==> src/rtl/sprite_table_updater_if.sv <==
// Bus bundle for the sprite table updater: pass control, sprite RAM port and host write port.
interface sprite_table_updater_if #(
  parameter int unsigned NB = 5
);
  logic          start;
  logic          busy;
  logic          done;
  logic [NB+1:0] ram_addr;
  logic [7:0]    ram_rdata;
  logic [7:0]    ram_wdata;
  logic          ram_we;
  logic          host_valid;
  logic          host_ready;
  logic [NB-1:0] host_index;
  logic [1:0]    host_field;
  logic [7:0]    host_data;

  modport master (
    output start, ram_rdata, host_valid, host_index, host_field, host_data,
    input  busy, done, ram_addr, ram_wdata, ram_we, host_ready
  );

  modport slave (
    input  start, ram_rdata, host_valid, host_index, host_field, host_data,
    output busy, done, ram_addr, ram_wdata, ram_we, host_ready
  );
endinterface

==> src/rtl/sprite_table_updater.sv <==
// Per-frame sprite motion pass over the sprite attribute RAM (X wraps, Y bounces),
// plus a single-byte host write port usable while idle.
module sprite_table_updater #(
  parameter int unsigned NB   = 5,
  parameter int unsigned YMAX = 240
) (
  input logic                  clk,
  input logic                  reset,
  sprite_table_updater_if.slave bus
);

  typedef enum logic [2:0] {StIdle, StRd, StCalc, StWrX, StWrY, StWrV, StHostWr} state_e;

  state_e        state_q, state_d;
  logic [1:0]    rd_q, rd_d;
  logic [NB-1:0] cnt_q, cnt_d;
  logic [7:0]    x_q, x_d, y_q, y_d, v_q, v_d;
  logic [NB+1:0] addr_q, addr_d;
  logic [7:0]    wdata_q, wdata_d;
  logic          we_q, we_d, busy_q, busy_d, done_q, done_d, ready_q, ready_d;

  logic [NB-1:0] next_idx;
  logic [7:0]    x_new, y_new;
  logic [9:0]    y_sum;
  logic          y_under, y_over;
  logic [3:0]    vy_neg, vy_new;

  assign next_idx = cnt_q + 1'b1;

  // Motion arithmetic on the latched record; 10-bit two's complement keeps the sign of y + vy.
  assign x_new   = x_q + {{4{v_q[7]}}, v_q[7:4]};
  assign y_sum   = {2'b00, y_q} + {{6{v_q[3]}}, v_q[3:0]};
  assign y_under = y_sum[9];
  assign y_over  = !y_sum[9] && (y_sum[8:0] > 9'(YMAX));
  assign vy_neg  = (v_q[3:0] == 4'h8) ? 4'h7 : 4'h0 - v_q[3:0];
  assign vy_new  = (y_under || y_over) ? vy_neg : v_q[3:0];
  assign y_new   = y_under ? 8'h00 : (y_over ? 8'(YMAX) : y_sum[7:0]);

  always_comb begin
    state_d = state_q;
    rd_d    = rd_q;
    cnt_d   = cnt_q;
    x_d     = x_q;
    y_d     = y_q;
    v_d     = v_q;
    addr_d  = addr_q;
    wdata_d = wdata_q;
    we_d    = 1'b0;
    busy_d  = busy_q;
    done_d  = 1'b0;
    ready_d = ready_q;
    case (state_q)
      StIdle: begin
        if (bus.start) begin
          state_d = StRd;
          rd_d    = 2'd0;
          cnt_d   = '0;
          addr_d  = '0;
          busy_d  = 1'b1;
          ready_d = 1'b0;
        end else if (bus.host_valid) begin
          state_d = StHostWr;
          we_d    = 1'b1;
          addr_d  = {bus.host_index, bus.host_field};
          wdata_d = bus.host_data;
          ready_d = 1'b0;
        end
      end
      StHostWr: begin
        state_d = StIdle;
        ready_d = 1'b1;
      end
      StRd: begin
        rd_d = rd_q + 2'd1;
        // Read data trails the address by one cycle.
        case (rd_q)
          2'd0: addr_d = {cnt_q, 2'd1};
          2'd1: begin
            addr_d = {cnt_q, 2'd3};
            x_d    = bus.ram_rdata;
          end
          2'd2: y_d = bus.ram_rdata;
          default: begin
            v_d     = bus.ram_rdata;
            state_d = StCalc;
          end
        endcase
      end
      StCalc: begin
        x_d     = x_new;
        y_d     = y_new;
        v_d     = {v_q[7:4], vy_new};
        state_d = StWrX;
        we_d    = 1'b1;
        addr_d  = {cnt_q, 2'd0};
        wdata_d = x_new;
      end
      StWrX: begin
        state_d = StWrY;
        we_d    = 1'b1;
        addr_d  = {cnt_q, 2'd1};
        wdata_d = y_q;
      end
      StWrY: begin
        state_d = StWrV;
        we_d    = 1'b1;
        addr_d  = {cnt_q, 2'd3};
        wdata_d = v_q;
      end
      StWrV: begin
        if (cnt_q == '1) begin
          state_d = StIdle;
          busy_d  = 1'b0;
          done_d  = 1'b1;
          ready_d = 1'b1;
        end else begin
          state_d = StRd;
          rd_d    = 2'd0;
          cnt_d   = next_idx;
          addr_d  = {next_idx, 2'd0};
        end
      end
      default: state_d = StIdle;
    endcase
  end

  always_ff @(posedge clk) begin
    if (reset) begin
      state_q <= StIdle;
      rd_q    <= 2'd0;
      cnt_q   <= '0;
      x_q     <= 8'h00;
      y_q     <= 8'h00;
      v_q     <= 8'h00;
      addr_q  <= '0;
      wdata_q <= 8'h00;
      we_q    <= 1'b0;
      busy_q  <= 1'b0;
      done_q  <= 1'b0;
      ready_q <= 1'b1;
    end else begin
      state_q <= state_d;
      rd_q    <= rd_d;
      cnt_q   <= cnt_d;
      x_q     <= x_d;
      y_q     <= y_d;
      v_q     <= v_d;
      addr_q  <= addr_d;
      wdata_q <= wdata_d;
      we_q    <= we_d;
      busy_q  <= busy_d;
      done_q  <= done_d;
      ready_q <= ready_d;
    end
  end

  assign bus.busy       = busy_q;
  assign bus.done       = done_q;
  assign bus.ram_addr   = addr_q;
  assign bus.ram_wdata  = wdata_q;
  assign bus.ram_we     = we_q;
  assign bus.host_ready = ready_q;

endmodule

==> src/flat_wrapper.sv <==
// flat-port wrapper written by rule: the top's interface ports become plain ports
module sprite_table_updater_flat 
#(
  parameter int unsigned NB   = 5,
  parameter int unsigned YMAX = 240
)
  (clk, reset, bus_start, bus_ram_rdata, bus_host_valid, bus_host_index, bus_host_field, bus_host_data, bus_busy, bus_done, bus_ram_addr, bus_ram_wdata, bus_ram_we, bus_host_ready);
  sprite_table_updater_if #(.NB(NB)) bus_i ();
  input logic clk;
  input logic reset;
  input wire logic [$bits(bus_i.start)-1:0] bus_start;
  input wire logic [$bits(bus_i.ram_rdata)-1:0] bus_ram_rdata;
  input wire logic [$bits(bus_i.host_valid)-1:0] bus_host_valid;
  input wire logic [$bits(bus_i.host_index)-1:0] bus_host_index;
  input wire logic [$bits(bus_i.host_field)-1:0] bus_host_field;
  input wire logic [$bits(bus_i.host_data)-1:0] bus_host_data;
  output wire logic [$bits(bus_i.busy)-1:0] bus_busy;
  output wire logic [$bits(bus_i.done)-1:0] bus_done;
  output wire logic [$bits(bus_i.ram_addr)-1:0] bus_ram_addr;
  output wire logic [$bits(bus_i.ram_wdata)-1:0] bus_ram_wdata;
  output wire logic [$bits(bus_i.ram_we)-1:0] bus_ram_we;
  output wire logic [$bits(bus_i.host_ready)-1:0] bus_host_ready;
  assign bus_i.start = bus_start;
  assign bus_i.ram_rdata = bus_ram_rdata;
  assign bus_i.host_valid = bus_host_valid;
  assign bus_i.host_index = bus_host_index;
  assign bus_i.host_field = bus_host_field;
  assign bus_i.host_data = bus_host_data;
  assign bus_busy = bus_i.busy;
  assign bus_done = bus_i.done;
  assign bus_ram_addr = bus_i.ram_addr;
  assign bus_ram_wdata = bus_i.ram_wdata;
  assign bus_ram_we = bus_i.ram_we;
  assign bus_host_ready = bus_i.host_ready;
  sprite_table_updater #(.NB(NB), .YMAX(YMAX)) u_core (.clk(clk), .reset(reset), .bus(bus_i));
endmodule
==> config.mk <==
export PLATFORM = sky130hd
export DESIGN_NAME = sprite_table_updater_flat
export DESIGN_NICKNAME = d
export VERILOG_FILES = /design/src/rtl/sprite_table_updater_if.sv /design/src/rtl/sprite_table_updater.sv /design/src/flat_wrapper.sv
export SDC_FILE = /design/constraint.sdc
export NUM_CORES = 1
export LEC_CHECK = 0
export ABC_CLOCK_PERIOD_IN_PS = 4000
export CAP_MARGIN = 20
export CELL_PAD_IN_SITES_DETAIL_PLACEMENT = 1
export CELL_PAD_IN_SITES_GLOBAL_PLACEMENT = 1
export CORE_AREA = 2 2 80 98
export CTS_CLUSTER_DIAMETER = 60
export DETAILED_ROUTE_END_ITERATION = 6
export DIE_AREA = 0 0 82 100
export DONT_BUFFER_PORTS = 1
export GPL_ROUTABILITY_DRIVEN = 0
export GPL_TIMING_DRIVEN = 0
export PLACE_DENSITY = 0.82
export SETUP_SLACK_MARGIN = 0.05
export SKIP_CTS_REPAIR_TIMING = 1
export SLEW_MARGIN = 15
export SYNTH_ARGS = -nofsm -noshare
export SYNTH_HDL_FRONTEND = slang
export SYNTH_SLANG_ARGS = --single-unit
==> constraint.sdc <==
create_clock -name clk -period 4 [get_ports clk]
set_clock_uncertainty 0.05 [all_clocks]
set_input_delay 0.6 -clock clk [delete_from_list [all_inputs] [get_ports clk]]
set_output_delay 0.6 -clock clk [all_outputs]
set_load 0.1 [all_outputs]
After elaboration in Yosys (flattened, before gate mapping)

Index checks and enable logic that the tools add are counted.

$add $sub $neg: 5
$lt $le $gt $ge: 1
Equal/unequal tests: 21
Mux-type cells: 40
Bitwise operators: 3
Reduce and logical (&&, ||, !) cells: 25

Operators with widths:

| cell                                                           | number |
|---|---|
| two-way mux 8 bit                                              | 7 |
| one-hot mux 8 bit (2 select lines)                             | 3 |
| one-hot mux 7 bit (6 select lines)                             | 1 |
| one-hot mux 8 bit (4 select lines)                             | 1 |
| two-way mux 7 bit                                              | 3 |
| AND reduction 3 bit                                            | 7 |
| one-hot mux 3 bit (6 select lines)                             | 1 |
| one-hot mux 7 bit (2 select lines)                             | 1 |
| inequality test 2 bit (second input constant)                  | 6 |
| adder 9 x 4 -> 10 bit                                          | 1 |
| two-way mux 5 bit                                              | 2 |
| one-hot mux 5 bit (2 select lines)                             | 1 |
| equality test 3 bit (second input constant)                    | 3 |
| greater-than comparator 9 x 8 -> 1 bit (second input constant) | 1 |
| two-way mux 1 bit                                              | 9 |
| two-way mux 3 bit                                              | 3 |
| adder 8 bit                                                    | 1 |
| two-way mux 4 bit                                              | 2 |
| equality test 3 x 2 -> 1 bit (second input constant)           | 2 |
| inequality test 2 x 1 -> 1 bit (second input constant)         | 3 |
| one-hot mux 2 bit (3 select lines)                             | 1 |
| AND reduction 2 bit                                            | 3 |
| nonzero test 3 bit                                             | 2 |
| nonzero test 6 bit                                             | 1 |
| 24 further kinds                                               | 30 |

Register bits after elaboration: 53
Bits of input ports: 27
Output and inout bits: 19
Logic and storage cells: 108

Longest topological paths before layout

Depth after elaboration: 6
Depth in mapped cells: 10
Depth with buffers taken out: 10

Worst setup path before layout

OpenSTA, ideal clock, no wires.

Kind: reg-to-reg
From: reg u_core.v_q[0]
To: reg u_core.v_q[2]
Library setup time: 0.137 ns
Arrival: 2.446 ns
Required time: 3.813 ns
Slack: 1.368 ns
Stages on the path, launching flop included: 11
Path buffers: 0
Period minus slack after synthesis: 2.632 ns
Cells stage by stage: dfxtp_1 -> ha_1 -> inv_1 -> fa_1 -> nand2b_1 -> a21oi_1 -> o21a_1 -> o211ai_1 -> o311ai_4 -> mux2i_1 -> o22ai_1

Cells in the longest elaborated chain, start to end: 6
Elaborated cells on any way between the ends: 12
Those cells by class: add/sub (2); order compare (1); eq/ne (2); mux (3); reduce/logical (4)

RTL lines:

| item                                                                               | line                        | RTL |
|---|---|---|
| from (decl)                                                                        | sprite_table_updater.sv:17  | `logic [7:0] x_q, x_d, y_q, y_d, v_q, v_d;` |
| from (signal assigned)                                                             | sprite_table_updater.sv:147 | `v_q <= v_d;` |
| adder 9 x 4 -> 10 bit                                                              | sprite_table_updater.sv:32  | `assign y_sum = {2'b00, y_q} + {{6{v_q[3]}}, v_q[3:0]};` |
| greater-than comparator 9 x 8 -> 1 bit / logical NOT 1 bit (equally long branches) | sprite_table_updater.sv:34  | `assign y_over = !y_sum[9] && (y_sum[8:0] > 9'(YMAX));` |
| logical AND 1 bit                                                                  | sprite_table_updater.sv:34  |  |
| logical OR 1 bit                                                                   | sprite_table_updater.sv:36  | `assign vy_new = (y_under \|\| y_over) ? vy_neg : v_q[3:0];` |
| inequality test 2 x 1 -> 1 bit (no line)                                           | -                           |  |
| AND reduction 3 bit (no line)                                                      | -                           |  |

Parallel ways exist; a longest one is shown, timed or not. The select of a mux whose other input is x is not followed.
A chain may end at the register's enable or synchronous reset.

Worst setup path after layout

From: reg u_core.v_q[0]
To: reg u_core.y_q[2]

Cells in the longest elaborated chain, start to end: 6
Elaborated cells on any way between the ends: 7
Those cells by class: add/sub (1); order compare (1); mux (3); reduce/logical (2)

RTL lines:

| item                                                                               | line                        | RTL |
|---|---|---|
| adder 9 x 4 -> 10 bit *                                                            | sprite_table_updater.sv:32  |  |
| greater-than comparator 9 x 8 -> 1 bit / logical NOT 1 bit (equally long branches) | sprite_table_updater.sv:34  |  |
| logical AND 1 bit                                                                  | sprite_table_updater.sv:34  |  |
| two-way mux 8 bit                                                                  | sprite_table_updater.sv:37  | `assign y_new = y_under ? 8'h00 : (y_over ? 8'(YMAX) : y_sum[7:0]);` |
| two-way mux 8 bit *                                                                | sprite_table_updater.sv:37  |  |
| one-hot mux 8 bit (2 select lines) *                                               | sprite_table_updater.sv:52  | `case (state_q)` |
| to (signal assigned)                                                               | sprite_table_updater.sv:146 | `y_q <= y_d;` |
| to (decl)                                                                          | sprite_table_updater.sv:17  |  |

Mark *: on every way between the ends. The rest lies on a longest branch, timed or not.

==> summary by stage <==
Placed design
Summing all placed instances gives a cell area of 3730 um^2. The count of buffers added on input and output ports is 0. The half-perimeter wire length after detailed placement is 9410 um.

Clocking
The TritonCTS clock tree is yes. Clock tree synthesis found a total of 53 sinks. The later pin in the worst-skew pair is clocked with a latency of 0.33 ns. The TritonCTS buffer count is 5.

In this run the deepest clock path goes through 2 buffers. The register clock-pin slew on the reported worst setup and hold paths is 0.10 ns. The H-tree depth reported by CTS is 2. CTS placed an instance of sky130_fd_sc_hd__clkbuf_8 at the clock tree root.

Synthesis
The Yosys step of the flow raised 0 warnings. The area of the mapped netlist is 3620 um^2. The share of the synthesized area in the top cell type is 29.3%.

The sequential fraction of the synthesis area is 29.3%. Ranked by total cell area, the synthesized netlist is headed by sky130_fd_sc_hd__dfxtp_1, sky130_fd_sc_hd__ha_1, sky130_fd_sc_hd__nor2_1, sky130_fd_sc_hd__nand2_1, sky130_fd_sc_hd__a21oi_1. Synthesis inferred 53 register bits. Counting distinct cell types in the post-synthesis netlist gives 62. The number of enable flip-flop cells after synthesis is 0. The cell type with the largest total area after synthesis is sky130_fd_sc_hd__dfxtp_1. Synthesis handed over a netlist of 479 instances. The mean instance size in the synthesized netlist is 7.55 um^2. The proportion of synthesized flip-flops having asynchronous set or reset is 0%. For this run, the leading register cell type out of synthesis is sky130_fd_sc_hd__dfxtp_1. The net count of the mapped netlist is 531.

Worst setup path
The worst setup path is captured at a register. The largest stage delay on the critical path is 0.55 ns. Together, buffers and inverters on the worst path number 1. Along the worst path, the maximum fanout reaches 8.

The slowest stage of the critical path is the sky130_fd_sc_hd__o311ai_4 cell. The number of stages on the worst setup path is 10. The worst path required time is 4.13 ns.

The critical path's top delay family is compound AO/OA/AOI/OAI gates. The data arrival time of the critical path is 3.20 ns. Traced cell by cell, the critical path runs through ha_1, inv_1, fa_1, nand2b_1, a21oi_1, o21a_1, o211ai_1, o311ai_4, and2_4, a211oi_2. The startpoint type of the worst setup path is a register. The critical path start-end classification is reg -> reg. Measured in cells, the most critical reg-to-reg path has a length of 10.

Route
For this block, the via count after detailed routing is 3646. Before antenna repair, the detailed router went through 4 iterations. The routed design has 12000 um of wire.

After the first detailed-routing iteration, the DRC count stood at 136. In the routed layout, each cell is associated on average with a via count of 6.30. In this run the remaining antenna-violating nets after routing total 0. The number of remaining DRC errors is 0. The average routed wire per standard cell is 20.8 um.

GRT
Entering global routing, the biggest net connects 18 pins. The number of antenna violations at the first check in global routing is 0. The wire length of the first global-routing pass is 19200 um. Global routing finished with a remaining overflow of 0. The via count of the first global-routing pass is 3856. Across every metal layer, demand over resource in global routing totals 30.6%.

STA
After routing, the total negative slack on setup checks comes to 0 ns. The maximum operating frequency is 0.326 GHz. The number of hold violations in the final report is 0. Setup repair after global routing left no endpoint under its margin.

The share of the clock period used by the worst path is 76.7%. The number of max-slew violations in the final report was 0. Headroom to the max-slew limit came out at 32.7%. At the pin with the least slew margin, the transition time is 1.01 ns.

The final setup violation count is 0. The post-route minimum period is 3.07 ns.

Die
The site row count is 35. Measured along the y axis, the die boundary spans 100 um. In this run the horizontal extent of the chip is 82 um. The starting utilization of the core area is 49.1%. The die footprint is 8200 um^2. The number of top-level pins is 46. The core area is 7360 um^2.

Hold path
The worst hold path passes through 2 cells. The path class of the tightest hold or removal check is in -> reg.

Power
The analysis attributes to cell leakage a power of 1.50 nW. The net switching component of the power is 0.729 mW. The portion of total power attributed to the clock network is 23.6%. The worst-case IR drop observed on VDD is 0.000186 V.

Registers are responsible for 48.9% of the overall power. The internal power of the cells totals 0.927 mW. The switching portion of total power is 44.0%. The power per cell area is 431 nW/um^2. Of the total power, combinational logic draws 27.5%.

Final layout
Cells with a size suffix above 1 make up 5.13% of the layout. The final design instance area without fill is 3850 um^2. Compared with the post-synthesis result, the final layout area differs by 6.37%. The multi-input combinational cells in the finished layout cover a total of 2370 um^2.

After the last flow step, the layout net total stands at 538. The sequential cells in the finished layout cover a total of 1060 um^2. The repair_antennas step left the layout with diodes totalling 0. After filler insertion, the fill cell instance count of the layout stands at 965.

Run status
The run finished with clean final reports.

Flow run
Across the run, the number of max-cap violations was 0.
==> path summary, 6_finish.rpt <==
path	from	to	slack [ns]
worst min register to register	u_core.cnt_q[4]$_SDFFE_PP0P_	u_core.cnt_q[4]$_SDFFE_PP0P_	0.47
worst max register to register	u_core.v_q[0]$_SDFFE_PP0P_	u_core.y_q[2]$_SDFFE_PP0P_	0.93
worst max-delay path	u_core.v_q[0]$_SDFFE_PP0P_	u_core.y_q[2]$_SDFFE_PP0P_	0.93
worst min-delay path	bus_ram_rdata[0]	u_core.v_q[0]$_SDFFE_PP0P_	0.40
==> metal layers <==
metal	GRT usage, %	wire length, um	vias up
li1	-	-	1747
met1	33.2	4660	1783
met2	57.3	6500	87
met3	4.14	472	29
met4	14.0	384	0
met5	0	0	-
==> sequential cells by signal, summed over array words and instances, names as in the netlist, 2 cells and up <==
signal                cells
u_core.y_q                8
u_core.bus.ram_addr       7
u_core.rd_q               2
u_core.bus.ram_wdata      8
u_core.state_q            3
u_core.v_q                8
u_core.x_q                8
u_core.cnt_q              5
==> cells in the mapped netlist (2+ instances only) <==
| library cell | instances |
|---|---|
| sky130_fd_sc_hd__a221oi_1 | 7 |
| sky130_fd_sc_hd__buf_2 | 3 |
| sky130_fd_sc_hd__nor2b_1 | 8 |
| sky130_fd_sc_hd__a2bb2oi_1 | 2 |
| sky130_fd_sc_hd__buf_1 | 2 |
| sky130_fd_sc_hd__a21oi_1 | 43 |
| sky130_fd_sc_hd__ha_1 | 23 |
| sky130_fd_sc_hd__o221ai_1 | 2 |
| sky130_fd_sc_hd__a31oi_1 | 11 |
| sky130_fd_sc_hd__o21bai_1 | 4 |
| sky130_fd_sc_hd__nand3_1 | 4 |
| sky130_fd_sc_hd__and3_1 | 2 |
| sky130_fd_sc_hd__a222oi_1 | 2 |
| sky130_fd_sc_hd__nand4_1 | 2 |
| sky130_fd_sc_hd__a211oi_2 | 3 |
| sky130_fd_sc_hd__nand2b_1 | 8 |
| sky130_fd_sc_hd__o21ai_0 | 41 |
| sky130_fd_sc_hd__nand2_1 | 58 |
| sky130_fd_sc_hd__clkbuf_1 | 23 |
| sky130_fd_sc_hd__mux2i_1 | 5 |
| sky130_fd_sc_hd__nand3b_1 | 3 |
| sky130_fd_sc_hd__a2111oi_0 | 3 |
| sky130_fd_sc_hd__o31ai_1 | 3 |
| sky130_fd_sc_hd__a21o_1 | 3 |
| sky130_fd_sc_hd__xor2_1 | 4 |
| sky130_fd_sc_hd__dfxtp_1 | 53 |
| sky130_fd_sc_hd__a22oi_1 | 2 |
| sky130_fd_sc_hd__o211ai_1 | 5 |
| sky130_fd_sc_hd__xnor2_1 | 7 |
| sky130_fd_sc_hd__inv_1 | 19 |
| sky130_fd_sc_hd__and2_1 | 2 |
| sky130_fd_sc_hd__nor3_1 | 12 |
| sky130_fd_sc_hd__or2_2 | 2 |
| sky130_fd_sc_hd__a311oi_1 | 3 |
| sky130_fd_sc_hd__a211oi_1 | 8 |
| sky130_fd_sc_hd__o2111ai_1 | 2 |
| sky130_fd_sc_hd__o22ai_1 | 8 |
| sky130_fd_sc_hd__fa_1 | 2 |
| sky130_fd_sc_hd__o21a_1 | 4 |
| sky130_fd_sc_hd__nor2_1 | 59 |
==> final cells by class <==
class | instances | area share, %
multi-input cells | 378 | 61.5
inverters | 19 | 1.85
clock buffers | 5 | 1.79
plain buffers | 29 | 3.03
flip-flops and latches | 53 | 27.6
well taps | 92 | 2.99
clock inverters | 3 | 1.20
==> power groups by stage <==
stage	registers, mW	clock network [mW]	logic (mW)
after detailed placement	0.823	0	0.447
after CTS	0.811	0.391	0.452
after global routing	0.817	0.407	0.506
final	0.810	0.391	0.455
after floorplan	0.806	0	0.335
after global placement	0.820	0	0.429
==> cells in the final DEF (no fill, tap or decap), types with 11 or more instances in the layout <==
master and instances:
sky130_fd_sc_hd__nor2_1 59, sky130_fd_sc_hd__nand2_1 58, sky130_fd_sc_hd__dfxtp_1 53, sky130_fd_sc_hd__a21oi_1 43, sky130_fd_sc_hd__o21ai_0 41, sky130_fd_sc_hd__clkbuf_1 23
sky130_fd_sc_hd__ha_1 23, sky130_fd_sc_hd__inv_1 19, sky130_fd_sc_hd__nor3_1 12, sky130_fd_sc_hd__a31oi_1 11
==> logic make-up after synthesis <==
kind of cell	share of synthesized area, %
buffers and inverters	5.19
adder cells (fa/ha/maj)	9.34
flip-flops	29.3
XOR/XNOR	3.11
multiplexers	1.38
AO/OA/AOI/OAI	30.6
AND/OR/NAND/NOR	21.0
==> per-stage QoR <==
step	setup WS [ns]	hold slack (ns)	power [mW]	util [%]	cells
after global placement	0.963	0.431	1.25	50.7	571
after global routing	0.701	0.408	1.73	52.3	579
after floorplan	1.37	0.412	1.14	-	479
after CTS	0.908	0.408	1.65	52.3	579
final	0.931	0.401	1.66	52.3	579
after detailed placement	0.912	0.449	1.27	50.7	571
Power figures use the tool's default switching activity.
